### src/rtl/medidor_frequencia.sv
`default_nettype none
// ============================================================================
// medidor_frequencia : counts rising edges of sinal_in per GATE_CYCLES window
//                      and publishes the saturated 8-bit result.
// Optional macro     : MEDIDOR_PICO_EN (peak-hold numero, sticky estouro)
// Revision           : 1.0
// ============================================================================
module medidor_frequencia #(
   parameter int GATE_CYCLES = 5_000_000,
   parameter int GATE_W      = 23
) (
   input  logic       clock,
   input  logic       reset,
   input  logic       sinal_in,
   output logic [7:0] numero,
   output logic       pronto,
   output logic       estouro
);

   localparam logic [GATE_W-1:0] C_G_LAST = GATE_W'(GATE_CYCLES - 1);
   localparam logic [8:0]        C_C_SAT  = 9'd256;

   logic              s1_q, s2_q, s3_q;
   logic [2:0]        vld_q;
   logic [GATE_W-1:0] g_q, g_d;
   logic [8:0]        c_q, c_d;
   logic [7:0]        numero_q, numero_d;
   logic              pronto_q, pronto_d;
   logic              estouro_q, estouro_d;

   logic              w_borda;
   logic              w_terminal;
   logic [9:0]        w_sum;
   logic [8:0]        w_total;
   logic              w_ovf;
   logic [7:0]        w_sat;

   always_ff @(posedge clock or posedge reset) begin
      if (reset) begin
         s1_q      <= 1'b0;
         s2_q      <= 1'b0;
         s3_q      <= 1'b0;
         vld_q     <= 3'b000;
         g_q       <= '0;
         c_q       <= '0;
         numero_q  <= '0;
         pronto_q  <= 1'b0;
         estouro_q <= 1'b0;
      end else begin
         s1_q      <= sinal_in;
         s2_q      <= s1_q;
         s3_q      <= s2_q;
         vld_q     <= {vld_q[1:0], 1'b1};
         g_q       <= g_d;
         c_q       <= c_d;
         numero_q  <= numero_d;
         pronto_q  <= pronto_d;
         estouro_q <= estouro_d;
      end
   end

   // s3 only holds a genuine sample once vld_q[2] is set; until then a high
   // input present at reset release must not look like a rising edge.
   assign w_borda    = s2_q & ~s3_q & vld_q[2];
   assign w_terminal = (g_q == C_G_LAST);
   assign w_sum      = {1'b0, c_q} + {9'd0, w_borda};
   assign w_total    = (w_sum > {1'b0, C_C_SAT}) ? C_C_SAT : w_sum[8:0];
   assign w_ovf      = w_total[8];
   assign w_sat      = w_ovf ? 8'hFF : w_total[7:0];

   always_comb begin
      g_d       = g_q + GATE_W'(1);
      c_d       = w_total;
      pronto_d  = 1'b0;
      numero_d  = numero_q;
      estouro_d = estouro_q;
      if (w_terminal) begin
         g_d      = '0;
         c_d      = '0;
         pronto_d = 1'b1;
`ifdef MEDIDOR_PICO_EN
         if (w_sat > numero_q) begin
            numero_d = w_sat;
         end
         estouro_d = estouro_q | w_ovf;
`else
         numero_d  = w_sat;
         estouro_d = w_ovf;
`endif
      end
   end

   assign numero  = numero_q;
   assign pronto  = pronto_q;
   assign estouro = estouro_q;

endmodule
`default_nettype wire
### config.mk
export PLATFORM = sky130hd
export DESIGN_NAME = medidor_frequencia
export DESIGN_NICKNAME = d
export VERILOG_FILES = /design/src/rtl/medidor_frequencia.sv
export SDC_FILE = /design/constraint.sdc
export NUM_CORES = 1
export LEC_CHECK = 0
export ABC_AREA = 1
export CORE_UTILIZATION = 54
export CTS_CLUSTER_SIZE = 30
export DETAILED_ROUTE_END_ITERATION = 8
export PLACE_DENSITY = 0.77
export SLEW_MARGIN = 0
export SYNTH_ARGS = -nofsm -noshare
export SYNTH_HDL_FRONTEND = slang
export SYNTH_SLANG_ARGS = --single-unit
### constraint.sdc
create_clock -name clock -period 1.4 [get_ports clock]
set_input_delay 0.14 -clock clock [delete_from_list [all_inputs] [get_ports clock]]
set_output_delay 0.14 -clock clock [all_outputs]
set_load 0.01 [all_outputs]
* Word level (Yosys, flattened, before mapping)
Cells that the tools add are included.
** Word-level totals
- Output and inout bits :: 10
- Logic and storage cells :: 21
- Register bits after elaboration :: 48
- Input bits :: 3
** Cells by class
- Multiplexer cells :: 5
- Magnitude comparators :: 1
- Bitwise gates (word level) :: 3
- $add $sub $neg :: 2
- Equality and inequality tests :: 1
** Operator list (number)
- adder 23 x 1 -> 23 bit (second input constant) :: 1
- == test 23 bit (second input constant) :: 1
- 2-to-1 mux 23 bit :: 1
- 2-to-1 mux 9 bit :: 2
- adder 9 x 1 -> 10 bit :: 1
- > comparator 10 x 9 -> 1 bit (second input constant) :: 1
- 2-to-1 mux 8 bit :: 1
- AND 1 bit :: 2
- 2-to-1 mux 1 bit :: 1
- NOT 1 bit :: 1

* Logic depth before layout (Yosys ltp)
- Depth after elaboration :: 7
- Depth in mapped cells :: 13
- Gate-level depth less buffers :: 13

* Worst setup path after synthesis
No wires, ideal clock.
- Path kind :: reg2reg
- From :: register s2_q
- To :: register c_q[2]
- Setup slack :: -128 ps
- Cell stages (with the launch flop) :: 14
- Data required time :: 1331 ps
- Setup time :: 69 ps
- Period minus slack after synthesis :: 1528 ps
- Arrival :: 1459 ps
- Buffers on the path :: 0
- Cells stage by stage :: dfrtp_1 -> nand2_1 -> nor2_1 -> ha_1 -> inv_1 -> nor2_1 -> nand2_1 -> nand2_1 -> nand2_2 -> nor2_1 -> nand3_1 -> nand2_2 -> nand2_4 -> nor2_2
** Between the ends
- Cells in the longest elaborated chain, start to end :: 6
** RTL lines
- start, declared :: line 23 : logic s1_q, s2_q, s3_q;
- start signal, assigned :: line 51 : s2_q <= s1_q;
- AND 1 bit (*) (2 in a row) :: line 64 : assign w_borda = s2_q & ~s3_q & vld_q[2];
- adder 9 x 1 -> 10 bit (*) :: line 66 : assign w_sum = {1'b0, c_q} + {9'd0, w_borda};
- > comparator 10 x 9 -> 1 bit :: line 67 : assign w_total = (w_sum > {1'b0, C_C_SAT}) ? C_C_SAT : w_sum[8:0];
- 2-to-1 mux 9 bit (*) :: line 67
- 2-to-1 mux 9 bit (*) :: line 77 : if (w_terminal) begin
- net c_d[2] :: line 26 : logic [8:0] c_q, c_d;
- end signal, assigned :: line 45 : c_q <= '0;
- end signal, assigned :: line 55 : c_q <= c_d;
- end, declared :: line 26
Mark *: on every way through the listed nets, which the timed path passes. The rest lies on a longest branch.
A chain may end at the register's enable or synchronous reset.

* Worst setup path after layout
- From :: register s3_q
- To :: register c_q[6]
** Between the ends
- Cells in the longest elaborated chain, start to end :: 7
** RTL lines
- start, declared :: line 23
- start signal, assigned :: line 52 : s3_q <= s2_q;
- NOT 1 bit (*) :: line 64
- AND 1 bit (*) (2 in a row) :: line 64
- adder 9 x 1 -> 10 bit (*) :: line 66
- > comparator 10 x 9 -> 1 bit :: line 67
- 2-to-1 mux 9 bit (*) :: line 67
- 2-to-1 mux 9 bit (*) :: line 77
- net c_d[6] :: line 26
Marks and branches as above.

==> flow_metrics.py <==
metrics = {
    "finish": {
        "nets": 406,
        "fillers": 297,
        "syn_to_final_growth_pct": 43.6,
        "antenna_cells": 0,
        "drive_gt1_share_pct": 44.9,
        "post-route-util_pct": 80.2,
        "stdcell_area_sq_mm": 0.00379,
    },
    "yosys": {
        "syn_area_sq_mm": 0.00264,
        "ys_ff_latch": 48,
        "yosysUniqueCellTypes": 33,
        "synth_nets": 315,
        "yosys_warnings": 0,
        "yosysSeqAreaShare_pct": 45.5,
        "syn_area_per_cell_sq_um": 8.54,
        "yosys.area.top_type": "dfrtp_1",
        "synth_cells": 309,
        "yosysTopAreaCellShare_pct": 45.5,
        "yosys-top-cells-area": "dfrtp_1 (46%), nand2_1 (7.7%), inv_1 (6.8%)",
    },
    "sta": {
        "slew_viol_final": 0,
        "setup_tns_ns": -5.21,
        "hold_violations": 0,
        "rsz0062_at_grt": "true",
        "final-setup-viol-count": 36,
        "period_needed_ns": 1.61,
        "fin_skew_ns": 0.00373,
        "fin_crit_sh_pct": 115,
        "fmax_mhz": 622,
        "fin_ws_ns": -0.208,
    },
    "detailed_routing": {
        "drc": 2,
        "ant_nets": 0,
        "first_pass_iters": 6,
        "via_per_inst": 4.98,
        "wl_per_cell_um": 14.0,
        "vias": 2329,
        "drt_iter0_drc": 118,
        "drt-total-wl_um": 6560,
    },
    "clock_tree": {
        "cts_root_buffer": "clkbuf_8",
        "htree_levels": 2,
        "cts-hold-fix-buffers": 0,
        "cts_sinks": 48,
        "clk_pin_slew_ns": 0.09,
        "clock_latency_ns": 0.31,
        "cts_buffer_depth": 2,
        "numCtsBuffers": 5,
        "cts_tree": "done",
    },
    "worst_setup_path": {
        "cp_max_fo": 5,
        "critical_path_buf_inv_count": 0,
        "path_cells": "nor2_4 > ha_4 > nand2_4 > nor2_4 > nand2_2 > nand2_1 > nand2_2 > nor2_1 > nand3_1 > nand2_2 > nand2_4 > nor2_2",
        "worstRegToRegCells": 12,
        "r2r_end": "c_q[6]",
        "cp_data_arrival_time_ns": 1.85,
        "worstPathRequired_ns": 1.64,
        "timing.critical_path.max_delay_family": "simple AND/OR/NAND/NOR gates",
        "critPathKind": "reg -> reg",
        "r2r_start": "s3_q",
        "critical_path.most_common_cell": "nand2_2",
        "reg2reg_setup_slack_ns": -0.21,
        "critPathSlowestCell": "dfrtp_1",
        "worstSetupEndpointType": "flip-flop",
        "cpPeakStageDelay_ns": 0.41,
        "startpoint_type": "flip-flop",
    },
    "placed_design": {
        "gp_congestion": 0.890,
        "portBuffers": 12,
        "placed_cell_area_sq_mm": 0.00328,
        "dp_hpwl_um": 4230,
    },
    "grt": {
        "overflow": 0,
        "grt_pass1_wl_um": 9900,
        "antenna_found_initial": 0,
        "grt_pass1_vias": 2173,
        "grt_use_total_pct": 25.3,
        "grt_max_degree": 49,
    },
    "floorplanning": {
        "rows": 25,
        "ios": 13,
        "die_w_um": 71.9,
        "die_h_um": 71.9,
        "initial_core_util_pct": 55.8,
        "dieArea_sq_mm": 0.00517,
        "core_area_sq_mm": 0.00472,
    },
    "min_path": {
        "timing.hold.worst.class": "in -> async",
    },
    "power_and_ir_drop": {
        "powerDensity_mw_per_mm2": 821,
        "ir_drop_mv": 0.647,
        "leakage_nw": 1.87,
    },
    "flow_run": {
        "drv_cap": 0,
    },
    "status": {
        "violations": "DRC, setup timing",
        "outcome": "complete, but fails checks",
    },
}
## power breakdown
group          total (mW)  internal, mW  switching [mW]
Sequential           1.55          1.46          0.0937
Combinational       0.487         0.225           0.263
Clock                1.07         0.585           0.490
## area by class of cell
class | count | area, sq um | area share (%)
tap | 67 | 83.8 | 2.21
clock inverter | 2 | 38.8 | 1.02
inverter | 58 | 228 | 6.01
multi-input combinational | 200 | 1390 | 36.6
sequential | 48 | 1200 | 31.8
clock buffer | 6 | 82.6 | 2.18
timing repair buffer | 87 | 763 | 20.2
## sequential cells by signal (all words and copies together), names as in the netlist
register / flops
estouro: 1
s1_q: 1
s2_q: 1
s3_q: 1
c_q: 9
g_q: 23
pronto: 1
vld_q: 3
numero: 8
## worst register-to-register path, delay by kind of cell, from the launching register on
family        cells  cell delay [ns]
flops             1             0.41
simple gates     11             0.96
fa+ha+maj         1             0.18
## layer usage
layer / up-vias / part of all wire [%] / GRT usage [%]
met1: 1130 / 41 / 30.4
met4: 0 / 2.3 / 8.06
met5: - / 0 / 0
met3: 16 / 3.0 / 4.22
met2: 37 / 54 / 46.2
li1: 1146 / - / -
## timing repair
action,CTS,global route
setup endpoints to repair,35,38
resized for setup,26,45
pin swaps,4,15
setup buffers,7,10
## cell usage in the layout, fill, tap and decap left out, types with 3 or more instances in the layout
cell / instances
nor3_4: 3
o21ai_2: 9
xnor2_1: 3
nand2_1: 45
buf_4: 59
buf_6: 14
nand3_1: 16
nand3_4: 5
dfrtp_1: 46
nor3_2: 5
inv_2: 16
nand2_4: 8
nor2_2: 11
nand2_2: 13
inv_4: 4
clkbuf_8: 6
a21oi_1: 4
xor2_1: 9
nand4_1: 9
nor2_1: 31
inv_1: 38
clkdlybuf4s50_1: 11
nor2_4: 9
## through the flow
step / power [mW] / hold WS, ns / setup WS [ns] / cells
after floorplan: 1.84 / 0.171 / -0.0933 / 309
after detailed placement: 2.03 / 0.341 / -0.229 / 443
final: 3.11 / 0.171 / -0.208 / 468
after global placement: 2.02 / 0.331 / -0.165 / 443
after global routing: 3.24 / 0.205 / -0.316 / 468
after CTS: 3.09 / 0.183 / -0.243 / 458
## cell families (layout without fill, tap and decap cells)
kind of cell / count (synthesis) / count (layout) / share of synthesized area (%)
flops: 48 / 48 / 45.5
compound gates: 20 / 20 / 5.46
fa+ha+maj: 3 / 3 / 1.42
simple gates: 164 / 164 / 34.1
other cells: 1 / 1 / 0.142
buf+inv: 61 / 153 / 9.39
xor+xnor: 12 / 12 / 3.99
## cell usage after synthesis
library cell	count
conb_1	1
or2_1	1
buf_6	2
xnor2_1	3
nor3_4	1
o21bai_2	1
nand3_1	19
nand2_4	1
nor4_4	2
buf_4	1
o21ai_2	6
nand2_2	11
a21oi_2	2
nand3_4	3
nor3_1	4
o21ai_1	4
dfrtp_1	48
nand3_2	1
a21boi_1	2
inv_2	10
nor2_2	7
o211ai_1	1
nand3b_1	2
ha_1	3
nand4_1	9
nor4_2	2
xor2_1	9
nor2_4	5
nor2_1	39
inv_1	48
a21oi_1	4
nand2_1	54
nor3_2	3
## worst max path at each step
stage                     start      to  slack [ns]  depth (start not counted)
after floorplan            s3_q  c_q[2]       -0.09                         12
after global placement     s2_q  c_q[5]       -0.16                         12
after detailed placement   s3_q  c_q[6]       -0.23                         12
after CTS                  s3_q  c_q[6]       -0.24                         11
after global routing       s3_q  c_q[1]       -0.32                         12
final                      s3_q  c_q[6]       -0.21                         12
No activity file was read; power rests on OpenSTA's default activity.
